**config.mk**
```make
export PLATFORM = sky130hd
export DESIGN_NAME = traffic_phase_controller
export DESIGN_NICKNAME = d
export VERILOG_FILES = /design/src/rtl/tl_pkg.sv /design/src/rtl/tl_lane_counter.sv /design/src/rtl/traffic_phase_controller.sv
export SDC_FILE = /design/constraint.sdc
export NUM_CORES = 1
export LEC_CHECK = 0
export CORE_MARGIN = 4
export CORE_UTILIZATION = 55
export CTS_CLUSTER_DIAMETER = 80
export DETAILED_ROUTE_END_ITERATION = 16
export PLACE_DENSITY = 0.8
export SYNTH_ARGS = -nofsm -noshare
export SYNTH_HDL_FRONTEND = slang
export SYNTH_SLANG_ARGS = --single-unit
```
**constraint.sdc**
```tcl
create_clock -name clk -period 7.7 [get_ports clk]
set_input_delay 1.54 -clock clk [delete_from_list [all_inputs] [get_ports clk]]
set_output_delay 1.54 -clock clk [all_outputs]
set_load 0.005 [all_outputs]
```
**src/rtl/tl_pkg.sv**
```systemverilog
// +----------------------------------------------------------------------+
// | Module   : tl_pkg                                                    |
// | Purpose  : Shared types, phase encodings, light codes and the        |
// |            config legality helper for the traffic phase controller.  |
// | Revision : 1.0  initial release                                      |
// +----------------------------------------------------------------------+
`default_nettype none

package tl_pkg;

   // Seconds value shown on a lane display
   typedef logic [6:0] time_t;

   // Controller phases; encoding is visible on the phase output
   typedef enum logic [2:0] {
      IDLE = 3'd0,
      G1R2 = 3'd1,
      Y1R2 = 3'd2,
      R1G2 = 3'd3,
      R1Y2 = 3'd4
   } phase_e;

   // One-hot light codes {R,Y,G}
   localparam logic [2:0] L_RED = 3'b100;
   localparam logic [2:0] L_YEL = 3'b010;
   localparam logic [2:0] L_GRN = 3'b001;
   localparam logic [2:0] L_OFF = 3'b000;

   // Mirrors the system-wide time limits
   localparam int MIN_TIME = 0;
   localparam int MAX_TIME = 99;

   typedef struct packed {
      time_t g;
      time_t y;
      time_t r;
   } times_t;

   // Sum is formed at 8 bits so a 7-bit overflow can never alias a legal red time
   function automatic logic cfg_legal(input times_t t);
      logic [7:0] sum;
      sum = {1'b0, t.g} + {1'b0, t.y};
      return (t.g > time_t'(MIN_TIME)) && (t.y > time_t'(MIN_TIME)) &&
             (sum == {1'b0, t.r}) && (t.r <= time_t'(MAX_TIME));
   endfunction

endpackage

`default_nettype wire

```
**src/rtl/tl_lane_counter.sv**
```systemverilog
// +----------------------------------------------------------------------+
// | Module   : tl_lane_counter                                           |
// | Purpose  : Per-lane seconds display: synchronous load with priority  |
// |            over a gated decrement, plus a "showing 1" flag.          |
// | Revision : 1.0  initial release                                      |
// +----------------------------------------------------------------------+
`default_nettype none

module tl_lane_counter
   import tl_pkg::*;
#(
   parameter time_t RESET_VAL = 7'd30
)(
   input  logic  clk,
   input  logic  reset,
   input  logic  load,
   input  time_t load_val,
   input  logic  dec,
   output time_t value,
   output logic  is_one
);

   time_t value_q, value_d;

   // Load wins over decrement; the controller never decrements from 1
   always_comb begin
      value_d = value_q;
      if (load) begin
         value_d = load_val;
      end else if (dec) begin
         value_d = value_q - 7'd1;
      end
   end

   // Display register
   always_ff @(posedge clk) begin
      if (reset) begin
         value_q <= RESET_VAL;
      end else begin
         value_q <= value_d;
      end
   end

   assign value  = value_q;
   assign is_one = (value_q == 7'd1);

endmodule

`default_nettype wire

```
**src/rtl/traffic_phase_controller.sv**
```systemverilog
// +----------------------------------------------------------------------+
// | Module   : traffic_phase_controller                                  |
// | Purpose  : Normal-mode two-lane phase sequencer with shadowed,       |
// |            handshake-loaded green/yellow/red times applied only at   |
// |            a cycle boundary.                                         |
// | Options  : TLC_FLASH_EN - flashing yellow, blank displays in IDLE    |
// | Revision : 1.0  initial release                                      |
// +----------------------------------------------------------------------+
`default_nettype none

module traffic_phase_controller
   import tl_pkg::*;
#(
   parameter int DEF_GREEN  = 25,
   parameter int DEF_YELLOW = 5,
   parameter int DEF_RED    = 30
)(
   input  logic       clk,
   input  logic       reset,
   input  logic       tick,
   input  logic       run,
   input  logic       cfg_valid,
   input  logic [6:0] cfg_green,
   input  logic [6:0] cfg_yellow,
   input  logic [6:0] cfg_red,
   output logic       cfg_ready,
   output logic       cfg_err,
   output logic [2:0] light1,
   output logic [2:0] light2,
   output logic [6:0] timeLane1,
   output logic [6:0] timeLane2,
   output logic [2:0] phase
);

   localparam times_t DEF_TIMES = '{g: time_t'(DEF_GREEN),
                                    y: time_t'(DEF_YELLOW),
                                    r: time_t'(DEF_RED)};

   phase_e     state_q, state_d;
   times_t     active_q, active_d;
   times_t     shadow_q, shadow_d;
   logic       pend_q, pend_d;
   logic       cfg_ready_q, cfg_ready_d;
   logic       cfg_err_q, cfg_err_d;
   logic [2:0] light1_q, light1_d;
   logic [2:0] light2_q, light2_d;

   logic       cfg_accept;
   logic       boundary;
   logic       load1, load2, dec;
   time_t      load1_val, load2_val;
   time_t      cnt1, cnt2;
   logic       one1, one2;
   logic [2:0] idle_light;
   time_t      idle_time;
   times_t     proposal;

   assign proposal = '{g: cfg_green, y: cfg_yellow, r: cfg_red};

   // Config handshake: sample only when no pulse was issued last cycle
   always_comb begin
      shadow_d    = shadow_q;
      cfg_ready_d = 1'b0;
      cfg_err_d   = 1'b0;
      cfg_accept  = 1'b0;
      if (cfg_valid && !cfg_ready_q && !cfg_err_q) begin
         if (cfg_legal(proposal)) begin
            shadow_d    = proposal;
            cfg_ready_d = 1'b1;
            cfg_accept  = 1'b1;
         end else begin
            cfg_err_d   = 1'b1;
         end
      end
   end

`ifdef TLC_FLASH_EN
   logic flash_q, flash_d;

   // Flash phase: forced on while sequencing so IDLE entry starts lit
   always_comb begin
      flash_d = flash_q;
      if (state_q != IDLE) begin
         flash_d = 1'b1;
      end else if (tick) begin
         flash_d = ~flash_q;
      end
   end

   // Flash phase register
   always_ff @(posedge clk) begin
      if (reset) begin
         flash_q <= 1'b1;
      end else begin
         flash_q <= flash_d;
      end
   end

   assign idle_light = flash_d ? L_YEL : L_OFF;
   assign idle_time  = '0;
`else
   assign idle_light = L_RED;
   assign idle_time  = active_q.r;
`endif

   // Phase sequencing, boundary time swap, display loads and light decode
   always_comb begin
      state_d   = state_q;
      boundary  = 1'b0;
      load1     = 1'b0;
      load2     = 1'b0;
      load1_val = '0;
      load2_val = '0;
      dec       = 1'b0;
      light1_d  = L_RED;
      light2_d  = L_RED;

      if (!run) begin
         state_d = IDLE;
      end else begin
         case (state_q)
            IDLE: begin
               state_d  = G1R2;
               boundary = 1'b1;
            end
            G1R2: if (tick && one1) state_d = Y1R2;
            Y1R2: if (tick && one1) state_d = R1G2;
            R1G2: if (tick && one2) state_d = R1Y2;
            R1Y2: if (tick && one2) begin
               state_d  = G1R2;
               boundary = 1'b1;
            end
            default: state_d = IDLE;
         endcase
      end

      // A proposal accepted this same cycle lands in pend, not in active
      active_d = (boundary && pend_q) ? shadow_q : active_q;
      pend_d   = cfg_accept | (pend_q & ~boundary);

      if (state_d == IDLE) begin
         load1     = 1'b1;
         load2     = 1'b1;
         load1_val = idle_time;
         load2_val = idle_time;
      end else if (state_d != state_q) begin
         load1 = 1'b1;
         load2 = 1'b1;
         case (state_d)
            G1R2:    begin load1_val = active_d.g; load2_val = active_d.r; end
            R1G2:    begin load1_val = active_d.r; load2_val = active_d.g; end
            default: begin load1_val = active_d.y; load2_val = active_d.y; end
         endcase
      end else begin
         dec = tick;
      end

      case (state_d)
         IDLE:    begin light1_d = idle_light; light2_d = idle_light; end
         G1R2:    begin light1_d = L_GRN;      light2_d = L_RED;      end
         Y1R2:    begin light1_d = L_YEL;      light2_d = L_RED;      end
         R1G2:    begin light1_d = L_RED;      light2_d = L_GRN;      end
         R1Y2:    begin light1_d = L_RED;      light2_d = L_YEL;      end
         default: begin light1_d = L_RED;      light2_d = L_RED;      end
      endcase
   end

   // Controller state and registered outputs
   always_ff @(posedge clk) begin
      if (reset) begin
         state_q     <= IDLE;
         active_q    <= DEF_TIMES;
         shadow_q    <= DEF_TIMES;
         pend_q      <= 1'b0;
         cfg_ready_q <= 1'b0;
         cfg_err_q   <= 1'b0;
         light1_q    <= L_RED;
         light2_q    <= L_RED;
      end else begin
         state_q     <= state_d;
         active_q    <= active_d;
         shadow_q    <= shadow_d;
         pend_q      <= pend_d;
         cfg_ready_q <= cfg_ready_d;
         cfg_err_q   <= cfg_err_d;
         light1_q    <= light1_d;
         light2_q    <= light2_d;
      end
   end

   tl_lane_counter #(.RESET_VAL(time_t'(DEF_RED))) u_lane1 (
      .clk      (clk),
      .reset    (reset),
      .load     (load1),
      .load_val (load1_val),
      .dec      (dec),
      .value    (cnt1),
      .is_one   (one1)
   );

   tl_lane_counter #(.RESET_VAL(time_t'(DEF_RED))) u_lane2 (
      .clk      (clk),
      .reset    (reset),
      .load     (load2),
      .load_val (load2_val),
      .dec      (dec),
      .value    (cnt2),
      .is_one   (one2)
   );

   assign cfg_ready = cfg_ready_q;
   assign cfg_err   = cfg_err_q;
   assign light1    = light1_q;
   assign light2    = light2_q;
   assign timeLane1 = cnt1;
   assign timeLane2 = cnt2;
   assign phase     = state_q;

endmodule

`default_nettype wire
```
# Yosys cells after proc, flatten, opt, wreduce, memory -nomap -nowiden
# Index checks and enable logic that the tools add are counted.
[classes]
addsub = 3
order_cmp = 3
eq_ne = 12
muxes = 29
n_bitwise = 4
reduce_logical = 15
[op_table]
columns = ["cell", "count"]
rows = [
  ["two-way mux 7 bit", 8],
  ["one-hot mux 7 bit (2 select lines)", 2],
  ["two-way mux 21 bit", 1],
  ["two-way mux 3 bit", 5],
  ["one-hot mux 3 bit (5 select lines)", 1],
  ["== test 7 x 1 -> 1 bit, second input constant", 2],
  ["greater-than comparator 7 x 1 -> 1 bit, second input constant", 2],
  ["subtractor 7 x 1 -> 7 bit, second input constant", 2],
  ["== test 3 x 2 -> 1 bit, second input constant", 4],
  ["one-hot mux 3 bit (2 select lines)", 2],
  ["two-way mux 1 bit", 9],
  ["adder 7 x 7 -> 8 bit", 1],
  ["== test 8 x 7 -> 1 bit", 1],
  ["logical AND 1 bit", 8],
  ["<= comparator 7 bit, second input constant", 1],
  ["== test 3 x 1 -> 1 bit, second input constant", 2],
  ["== test 3 bit, second input constant", 2],
  ["logical NOT 3 bit", 2],
  ["!= test 3 bit", 1],
  ["logical NOT 1 bit", 2],
  ["NOT 1 bit", 2],
  ["one-hot mux 1 bit (2 select lines)", 1],
  ["AND reduction 2 bit", 1],
  ["nonzero test 2 bit", 1],
  ["3 further kinds", 3],
]
[totals]
reg_bits = 68
inputBits = 26
output_inout_bits = 25
elab_cells = 80

# Longest topological paths before layout
[logic_depth]
depth_word = 11
ltp_mapped = 10
depth_no_buf = 9

# By module
# From an unflattened synthesis, not the netlist that was laid out.
[unflattened]
cells_unflattened = 462
area_unflattened_um2 = 3822.4
[modules_own_cells]
columns = ["module", "instances", "cells_per_inst", "area_each_um2", "seq_area_each_um2"]
rows = [
  ["traffic_phase_controller", 1, 372, 3046.7, 1081.0],
  ["tl_lane_counter", 2, 45, 387.9, 140.1],
]

# Least setup slack after synthesis
# No wires, ideal clock.
[synth_path]
path_type = "input-to-reg"
from = "in cfg_green[0]"
to = "reg shadow_q[0] (netlist name)"
setup_time_ps = 72
t_arrival_ps = 3606
required_ps = 7628
path_slack_ps = 4022
cell_stages = 10
n_path_buf = 1
path_cell_list = "ha_1 > inv_1 > fa_1 > a21oi_1 > o2111ai_1 > nor4_1 > nand3_1 > nor4_1 > buf_4 > mux2i_1"
[synth_between]
elab_chain_cells = 5
word_cells_on_any_way = 7
classes_between = "add/sub: 1; order compare: 1; eq/ne: 1; reduce/logical: 4"
[synth_rtl]
columns = ["item", "line", "rtl"]
rows = [
  ["start, declared", "traffic_phase_controller.sv:23", "input logic [6:0] cfg_green,"],
  ["adder 7 x 7 -> 8 bit or greater-than comparator 7 x 1 -> 1 bit (tied branches)", "tl_pkg.sv:42, tl_pkg.sv:43", ""],
  ["== test 8 x 7 -> 1 bit or logical AND 1 bit (tied branches)", "tl_pkg.sv:44, tl_pkg.sv:43", ""],
  ["logical AND 1 bit *", "tl_pkg.sv:43", "return (t.g > time_t'(MIN_TIME)) && (t.y > time_t'(MIN_TIME)) &&"],
  ["logical AND 1 bit *", "tl_pkg.sv:44", "(sum == {1'b0, t.r}) && (t.r <= time_t'(MAX_TIME));"],
  ["AND reduction 2 bit (no line) *", "n/a", ""],
  ["end signal, assigned", "traffic_phase_controller.sv:182", "shadow_q <= shadow_d;"],
  ["end, declared", "traffic_phase_controller.sv:41", "times_t shadow_q, shadow_d;"],
]
# Every way passes the cells marked *; elsewhere a longest branch is shown, timed or not.
# A chain may end at the register's enable or synchronous reset.

# Worst setup path in the final report
[layout_path]
from = "in tick"
to = "reg u_lane1.value_q[4], in the netlist u_lane1.value[4]"
[layout_between]
elab_chain_cells = 10
word_cells_on_any_way = 26
classes_between = "eq/ne: 3; mux: 18; reduce/logical: 5"
[layout_rtl]
columns = ["item", "line", "rtl"]
rows = [
  ["start, declared", "traffic_phase_controller.sv:20", "input logic tick,"],
  ["parallel branches: the longest is 10 deep, another holds one-hot mux 7 bit (2 select lines)", "n/a", ""],
  ["end signal, assigned", "tl_lane_counter.sv:40", "value_q <= value_d;"],
  ["end, declared", "tl_lane_counter.sv:23", "time_t value_q, value_d;"],
]
# Several ways; the timed one is not identified.

==> impl_metrics.env <==
export IMPL_run_status="finished, final reports clean"
export IMPL_die_area_um2=8540
export IMPL_hold_start="shadow_q[13]$_SDFFE_PP0P_"
export IMPL_min_period_over_period_pct=54.9
export IMPL_drc_errors=0
export IMPL_die_y_um=92.4
export IMPL_antenna_found_initial=0
export IMPL_p_total_uw=852
export IMPL_yosys_area_top_type_share_pct=34.7
export IMPL_final_hold_viol_count=0
export IMPL_yosys_warnings=0
export IMPL_reg2reg_slack_ns=4.85
export IMPL_antenna_cells=0
export IMPL_startpoint_type="input pin"
export IMPL_final_setup_worst_slack_ns=3.47
export IMPL_synthesis_nets=509
export IMPL_vias=3801
export IMPL_fin_nets=546
export IMPL_slowest_delay_ns=0.92
export IMPL_syn_cell_area_um2=3920
export IMPL_antenna_left=0
export IMPL_grt_pass1_wl_um=18000
export IMPL_finalCriticalPeriod_ns=4.23
export IMPL_avgRoutedWirePerCell_um=17.6
export IMPL_leakage_nw=1.77
export IMPL_setup_violations=0
export IMPL_grt_overflow_total=0
export IMPL_critical_path_slowest_cell="clkdlybuf4s50_1"
export IMPL_critPathArrivalTime_ns=4.46
export IMPL_initial_core_util_pct=57.1
export IMPL_root_buffer="clkbuf_8"
export IMPL_num_rows=30
export IMPL_critical_path_class="input pin to flip-flop"
export IMPL_wl_um=10700
export IMPL_drive_gt1_share_pct=7.81
export IMPL_numCtsBuffers=9
export IMPL_fin_setup_tns_ns=0
export IMPL_clock_skew_ns=0.00787
export IMPL_crit_start="tick"
export IMPL_async_flop_share_pct=0
export IMPL_worstPathMaxFanout=20
export IMPL_synthesis_instances=471
export IMPL_avgSynthCellArea_um2=8.33
export IMPL_synth_area_leaders="dfxtp_1 35%, mux2i_1 7.7%, nand2_1 5.1%"
export IMPL_clk_pin_slew_ns=0.07
export IMPL_synth_area_leader_cell="dfxtp_1"
export IMPL_synth_cell_types=69
export IMPL_synth_seq_area_share_pct=34.7
export IMPL_grt_util_all_layers_pct=26.0
export IMPL_dp_cells=593
export IMPL_cts_tree="done"
export IMPL_synth_seq_cells=68
export IMPL_drt_iter0_drc=283
export IMPL_rsz0062_at_grt="false"
export IMPL_cts_sinks=68
export IMPL_power_density_nw_per_um2=181
export IMPL_place_congestion=0.957
export IMPL_area_growth_pct=20.1
export IMPL_dpl_hpwl_um=7870
export IMPL_r2r_start="u_lane2.value[2]$_SDFFE_PP1P_"
export IMPL_relSlewSlack_pct=34.6
export IMPL_synth_edff_count=0
export IMPL_grt_pass1_vias=3616
export IMPL_synthFlopType="dfxtp_1"
export IMPL_finalNonFillerCells=608
export IMPL_clk_path_buf_depth=2
export IMPL_slew_viol_final=0
export IMPL_max_cap_viol_count=0
export IMPL_io_buffers=50
export IMPL_cts_max_level=3
export IMPL_vias_per_cell=6.25
export IMPL_placed_area_um2=4450
export IMPL_post_cts_buffers=0
export IMPL_ios=51
export IMPL_grt_max_degree=48
export IMPL_fmax_mhz=237
export IMPL_die_w_um=92.4
export IMPL_hold_path_class="flip-flop to flip-flop"
export IMPL_insertion_delay_ns=0.35
export IMPL_holdBufCountCts=0
export IMPL_design_area_um2=4710
export IMPL_ir_drop_mv=0.108
export IMPL_worstPathCellList="clkdlybuf4s50_1, and3b_1, a31oi_1, o21bai_1, mux2i_1, nand3_1, a311o_1"
export IMPL_worstSetupEndpointType="flip-flop"
export IMPL_required_ns=7.93
export IMPL_first_pass_iters=5
export IMPL_core_area_um2=6870
export IMPL_cts_repair_resized=0
export IMPL_worst_pin_slew_ns=0.978
export IMPL_pre_cts_ws_ns=3.20
critical path, delay by kind of cell:
kind	cells	cell delay [ns]
compound gates	3	1.21
buf+inv	1	0.92
mux	1	0.34
simple gates	2	0.45
placed cells by master, fill, tap and decap left out, types with 9 or more instances in the layout:
cell type / count
nand4_1: 14
o21ai_0: 9
inv_1: 10
ha_1: 11
nand3_1: 28
dfxtp_1: 68
nor3_1: 12
clkdlybuf4s50_1: 50
nand2_1: 53
o211ai_1: 14
mux2_2: 11
nor2_1: 47
a21oi_1: 26
mux2i_1: 30
clkbuf_8: 9
final cells by class:
cell class              instances  area, um2
clock buffers                   9        124
clock inverters                 6        138
fillers                       571       2160
inverters                      11       41.3
multi-input cells             365       2400
flip-flops and latches         68       1360
well taps                      96        120
repair buffers                 53        523
report_power, final:
part           switching [mW]  internal, mW
sequential            0.00870         0.357
combinational          0.0559        0.0472
clock                   0.136         0.247
worst paths after layout:
kind	depth (start not counted)	to
max	7	u_lane1.value[4]$_SDFFE_PP1P_
min	2	shadow_q[13]$_SDFFE_PP0P_
max reg2reg	6	u_lane1.value[4]$_SDFFE_PP1P_
min reg2reg	2	shadow_q[13]$_SDFFE_PP0P_
cell usage after synthesis, types with 2 or more instances:
cell type,count
mux2_2,11
dfxtp_1,68
a211oi_1,4
clkbuf_1,18
nand2b_1,4
xnor2_1,4
o21ai_0,9
o21bai_1,2
nand3b_1,2
a21o_1,3
nand3_1,28
or3_1,3
o211ai_1,14
a32oi_1,3
nor2_1,47
a31oi_1,3
nand2_1,53
nor4_1,8
ha_1,11
xor2_1,6
a22o_1,2
o22ai_1,2
nor3_1,12
and2_1,7
or4_1,4
nor3b_1,3
buf_4,2
buf_2,5
mux2i_1,30
a2bb2oi_1,2
o21a_1,7
a311o_1,2
a21oi_1,26
o32ai_1,3
nand4_1,14
or2_2,3
inv_1,10
and3b_1,2
o2111ai_1,2
nor4bb_1,3
routing by layer:
metal,up-vias,global-route usage (%),wire [um]
li1,1818,-,-
met4,0,10.9,285
met2,167,44.2,5120
met1,1789,32.1,4480
met5,-,0,0
met3,27,4.87,792
through the flow:
step	utilization, %	hold slack (ns)
6_report	68.6	0.468
5_1_grt	68.6	0.488
4_1_cts	68.6	0.468
3_5_place_dp	64.8	0.454
3_3_place_gp	64.8	0.444
2_1_floorplan	-	0.432
cells by family (layout without fill, tap and decap cells):
family                   Yosys count  after routing  synth area share, %
XOR/XNOR                          10             10                 2.23
buffers and inverters             38             79                 4.18
multiplexers                      41             41                 10.8
AO/OA/AOI/OAI                     99             99                 17.7
AND/OR/NAND/NOR                  203            203                 26.3
flip-flops                        68             68                 34.7
adder cells (fa/ha/maj)           12             12                 4.02
flip-flops by register name, indices dropped and copies added, names as in the netlist:
name,count
u_lane1.value,7
light1,3
u_lane2.value,7
light2,3
cfg_ready,1
pend_q,1
phase,3
cfg_err,1
shadow_q,21
idle_time,7
active_q,14
No activity file was read; power rests on OpenSTA's default activity.
==> RTL edit 1 (config.mk and constraints unchanged) <==
Build with the macro `TLC_FLASH_EN` defined.
--- a/src/rtl/traffic_phase_controller.sv
+++ b/src/rtl/traffic_phase_controller.sv
@@ -7,6 +7,8 @@
 // | Revision : 1.0  initial release                                      |
 // +----------------------------------------------------------------------+
 `default_nettype none
+
+`define TLC_FLASH_EN
 
 module traffic_phase_controller
    import tl_pkg::*;
Behaviour: not the same (Yosys sat finds a counterexample within 4 cycles, from zero or initial values and one cycle with reset high).
==> RTL edit 1 against the unedited design <==
Largest power group is now sequential cells; area after synthesis decreased by 6.8%; via count decreased by 15%; routed wire length decreased by 14%; clock power decreased by 25%; largest cell class unchanged; count of clock-buffer cells in the layout increased by 3; sequential cell count increased by 1; total power decreased by 8.3%; critical path depth increased by 4; setup slack got worse by 0.68 ns; final area decreased by 9.0%.
==> RTL edit 1: results (changes against the unedited design) <==
metric;value;unit;change
result of the run;finished, final reports clean;;unchanged
worst setup slack before clock tree synthesis;2.46;ns;was 3.20 ns
total routing resource utilization after global routing;24.3;%;was 26.0%
maximum number of buffers from clock root to sink;2;;unchanged
met3 Use GR;4.70;%;was 4.87%
largest voltage drop on the vdd net;133;uV;was 108 uV
delay of the slowest critical-path stage;0.95;ns;was 0.92 ns
actual transition at the worst max-transition pin;1.22;ns;was 0.978 ns
routed via count divided by cell count;6.09;;was 6.25
Reg2Reg Capture Point;u_lane1.value[1];;was u_lane1.value[4]
share of layout cells above drive strength 1;6.89;%;was 7.81%
total length of routed met2 wires;4.50;mm;was 5.12 mm
fraction of power consumed by sequential logic;48.1;%;was 42.9%
met1 track demand over resource;32.0;%;was 32.1%
layout net count;483;;was 546
Synth Net Count;447;;was 509
final estimated routing congestion in global placement;0.913;;was 0.957
worst r2r src;u_lane2.value[0];;was u_lane2.value[2]
GR met2 Demand/Resource;40.1;%;was 44.2%
total placed cells including tap cells;511;;was 593
Comb group;116;uW;was 103 uW
Post-Synthesis Cells;409;;was 471
dpl cell area;4090;um2;was 4450 um2
total leakage power;0.00165;uW;was 0.00177 uW
depth of the worst register-to-register path;7;;was 6
Avg WL per Cell;17.4;um;was 17.6 um
maximum number of pins on one net before global-route repair;59;;was 48
top fanout value on the critical path;21;;was 20
number of distinct library cell variants in the gate-level netlist after synthesis;63;;was 69
kind of cell adding the most delay to the critical path;simple AND/OR/NAND/NOR gates;;was compound AO/OA/AOI/OAI gates
most numerous cell types in the synthesized netlist;sky130_fd_sc_hd__dfxtp_1, sky130_fd_sc_hd__nand2_1, sky130_fd_sc_hd__nor2_1;;unchanged
data arrival time at the worst-slack endpoint;5.16;ns;was 4.46 ns
via count of the first global-routing pass;3046;;was 3616
global-route wire length before repair;15.0;mm;was 18.0 mm
largest clock skew in the final design;0.00889;ns;was 0.00787 ns
metal1 wirelength;4.04;mm;was 4.48 mm
leading post-synthesis cells by cell area;sky130_fd_sc_hd__dfxtp_1, sky130_fd_sc_hd__mux2i_1, sky130_fd_sc_hd__nand2_1;;unchanged
registers with the most flip-flops;active_q x21, shadow_q x21;;was shadow_q x21, active_q x14
First DRT Iteration DRCs;271;;was 283
sequential share of the synthesized area;37.8;%;was 34.7%
Critical Path Slowest Stage Cell;sky130_fd_sc_hd__and2b_1;;was sky130_fd_sc_hd__clkdlybuf4s50_1
post-layout total power;781;uW;was 852 uW
reg-to-reg slack, setup;4.61;ns;was 4.85 ns
vias;3212;;was 3801
hold_ws;0.461;ns;was 0.468 ns
placed wire-length estimate after detailed placement;6.57;mm;was 7.87 mm
detailed-routed wire length on met3;496;um;was 792 um
-- RTL edit 1: changes by cell type after synthesis, moves of 5 or more --
cell / delta
sky130_fd_sc_hd__nand3_1: -21
sky130_fd_sc_hd__mux2_2: -11
sky130_fd_sc_hd__nand4_1: -13
sky130_fd_sc_hd__o21ai_1: +6
sky130_fd_sc_hd__o211ai_1: -13
sky130_fd_sc_hd__nor4_1: -5
sky130_fd_sc_hd__o221ai_1: +10
sky130_fd_sc_hd__mux2i_1: +12
sky130_fd_sc_hd__o21a_1: -5
-- RTL edit 1: worst max path at each step --
stage | startpoint | endpoint | slack [ns] | depth (start not counted)
3_5_place_dp | cfg_green[0] | shadow_q[3] | 2.46 | 11
3_3_place_gp | cfg_yellow[0] | shadow_q[0] | 2.67 | 11
6_report | cfg_yellow[0] | shadow_q[3] | 2.79 | 11
2_1_floorplan | cfg_green[0] | shadow_q[0] | 3.97 | 12
5_1_grt | cfg_yellow[0] | shadow_q[14] | 2.57 | 11
4_1_cts | cfg_yellow[0] | shadow_q[3] | 2.82 | 11
-- RTL edit 1: area by class of cell --
| class | instances | area (um2) |
|---|---|---|
| Fill cell | 534 | 2100 |
| Multi-Input combinational cell | 303 | 2070 |
| Sequential cell | 69 | 1380 |
| Timing Repair Buffer | 51 | 503 |
| Clock buffer | 12 | 145 |
| Tap cell | 77 | 96.3 |
| Clock inverter | 4 | 47.5 |
| Inverter | 11 | 41.3 |
-- RTL edit 1: logic make-up after synthesis --
family	Yosys count	synth area share (%)
AND/OR/NAND/NOR	142	18.9
AO/OA/AOI/OAI	94	18.9
flip-flops	69	37.8
multiplexers	42	11.5
buffers and inverters	37	5.48
XOR/XNOR	13	3.12
adder cells (fa/ha/maj)	12	4.32
==> RTL edit 2 (same settings) <==
Made on the original files. Register the inputs `cfg_valid`, `cfg_green`, `cfg_yellow` and `cfg_red` before use, without a reset. The logic sees them one clock later. The other inputs are not delayed to match.
--- a/src/rtl/traffic_phase_controller.sv
+++ b/src/rtl/traffic_phase_controller.sv
@@ -36,6 +36,18 @@
                                     y: time_t'(DEF_YELLOW),
                                     r: time_t'(DEF_RED)};
 
+   logic cfg_valid_q;
+   logic [6:0] cfg_green_q;
+   logic [6:0] cfg_yellow_q;
+   logic [6:0] cfg_red_q;
+
+   always_ff @(posedge clk) begin
+      cfg_valid_q  <= cfg_valid;
+      cfg_green_q  <= cfg_green;
+      cfg_yellow_q <= cfg_yellow;
+      cfg_red_q    <= cfg_red;
+   end
+
    phase_e     state_q, state_d;
    times_t     active_q, active_d;
    times_t     shadow_q, shadow_d;
@@ -55,7 +67,7 @@
    time_t      idle_time;
    times_t     proposal;
 
-   assign proposal = '{g: cfg_green, y: cfg_yellow, r: cfg_red};
+   assign proposal = '{g: cfg_green_q, y: cfg_yellow_q, r: cfg_red_q};
 
    // Config handshake: sample only when no pulse was issued last cycle
    always_comb begin
@@ -63,7 +75,7 @@
       cfg_ready_d = 1'b0;
       cfg_err_d   = 1'b0;
       cfg_accept  = 1'b0;
-      if (cfg_valid && !cfg_ready_q && !cfg_err_q) begin
+      if (cfg_valid_q && !cfg_ready_q && !cfg_err_q) begin
          if (cfg_legal(proposal)) begin
             shadow_d    = proposal;
             cfg_ready_d = 1'b1;
Behaviour: not the same (a bounded check fails within 4 cycles, from zero or initial values and one cycle with reset high).
==> RTL edit 2 against the unedited design <==
Final area grew 6.3%; total power grew 8.9%; critical endpoint is now u_lane2.value[4]; highest routed layer unchanged; area after synthesis grew 9.2%; setup slack lost 0.49 ns; die area grew 8.4%; sequential cell count grew 22; cell count shrank 2.0%; largest cell class unchanged; count of clock-buffer cells in the layout grew 1; routed wire length shrank 2.3%.
==> RTL edit 2: results (changes against the unedited design) <==
metric;value;unit;change
dpl cell area;4810;um2;was 4450 um2
layout net count;531;;was 546
result of the run;finished, final reports clean;;unchanged
clock network share of area;3.85;%;was 5.55%
total placed cells including tap cells;581;;was 593
global-route wire length before repair;16.7;mm;was 18.0 mm
count of buffers not belonging to the clock network in the layout;54;;was 53
most numerous cell types in the synthesized netlist;sky130_fd_sc_hd__dfxtp_1, sky130_fd_sc_hd__a21oi_1, sky130_fd_sc_hd__clkbuf_1;;was sky130_fd_sc_hd__dfxtp_1, sky130_fd_sc_hd__nand2_1, sky130_fd_sc_hd__nor2_1
Synth Net Count;498;;was 509
largest voltage drop on the vdd net;181;uV;was 108 uV
Post-Synthesis Cells;460;;was 471
number of fillers in the final layout;613;;was 571
final wirelength;10.4;mm;was 10.7 mm
Reg2Reg Capture Point;shadow_q[0];;was u_lane1.value[4]
Layout clock buffers;10;;was 9
Data buffer area share;10.6;%;was 11.1%
multi-input combinational gate total;328;;was 365
count of inverters other than clock inverters in the layout;10;;was 11
final estimated routing congestion in global placement;0.934;;was 0.957
detailed-routed wire length on met3;544;um;was 792 um
worst r2r src;cfg_yellow_q[0];;was u_lane2.value[2]
maximum number of pins on one net before global-route repair;36;;was 48
xor/xnor share of the synthesized area;3.07;%;was 2.23%
Pwr Density;185;nW/um2;was 181 nW/um2
area share of fa/ha/maj cells after synthesis;3.68;%;was 4.02%
Seq cells post-synth;90;;was 68
total length of routed met2 wires;5.09;mm;was 5.12 mm
top fanout value on the critical path;21;;was 20
data arrival time at the worst-slack endpoint;4.90;ns;was 4.46 ns
share of layout cells above drive strength 1;9.86;%;was 7.81%
vias;3744;;was 3801
non-filler instance count after layout;596;;was 608
kind of cell adding the most delay to the critical path;simple AND/OR/NAND/NOR gates;;was compound AO/OA/AOI/OAI gates
worst setup slack before clock tree synthesis;2.69;ns;was 3.20 ns
reg-to-reg slack, setup;4.18;ns;was 4.85 ns
compound-gate portion of the synthesized area;23.1;%;was 17.7%
via count of the first global-routing pass;3495;;was 3616
largest clock skew in the final design;0.00644;ns;was 0.00787 ns
delay of the slowest critical-path stage;0.88;ns;was 0.92 ns
sequential cell area share;36.0;%;was 28.9%
hold_ws;0.476;ns;was 0.468 ns
share of the core filled with cells in the final layout;67.6;%;was 68.6%
## RTL edit 2: changes by cell type after synthesis, sizes merged, moves of 6 or more
cell    unedited run  this run
o31ai              1        13
nand3             29        10
o21ai             11        21
nand2             53        26
o211ai            14         2
o221ai             0         6
a221oi             1         9
clkbuf            18        27
dfxtp             68        90
a31oi              3        11
nor2              48        26
mux2i             30        10
xnor2              4        11
## RTL edit 2: how the worst max path moves through the flow
stage          cells past startpoint  slack (ns)          endpoint  from
2_1_floorplan                      7        4.10  u_lane1.value[3]  tick
3_3_place_gp                       7        2.76  u_lane2.value[3]  tick
3_5_place_dp                       7        2.69  u_lane2.value[4]  tick
4_1_cts                            7        3.04  u_lane2.value[4]  tick
5_1_grt                            7        2.86  u_lane1.value[3]  tick
6_report                           7        2.99  u_lane2.value[4]  tick
## RTL edit 2: where the power goes
part	leakage, uW	internal [uW]	switching [uW]	total (uW)
Clock	0.0000941	156	154	309
Sequential	0.000738	476	15.8	492
Combinational	0.000970	51.6	73.8	125
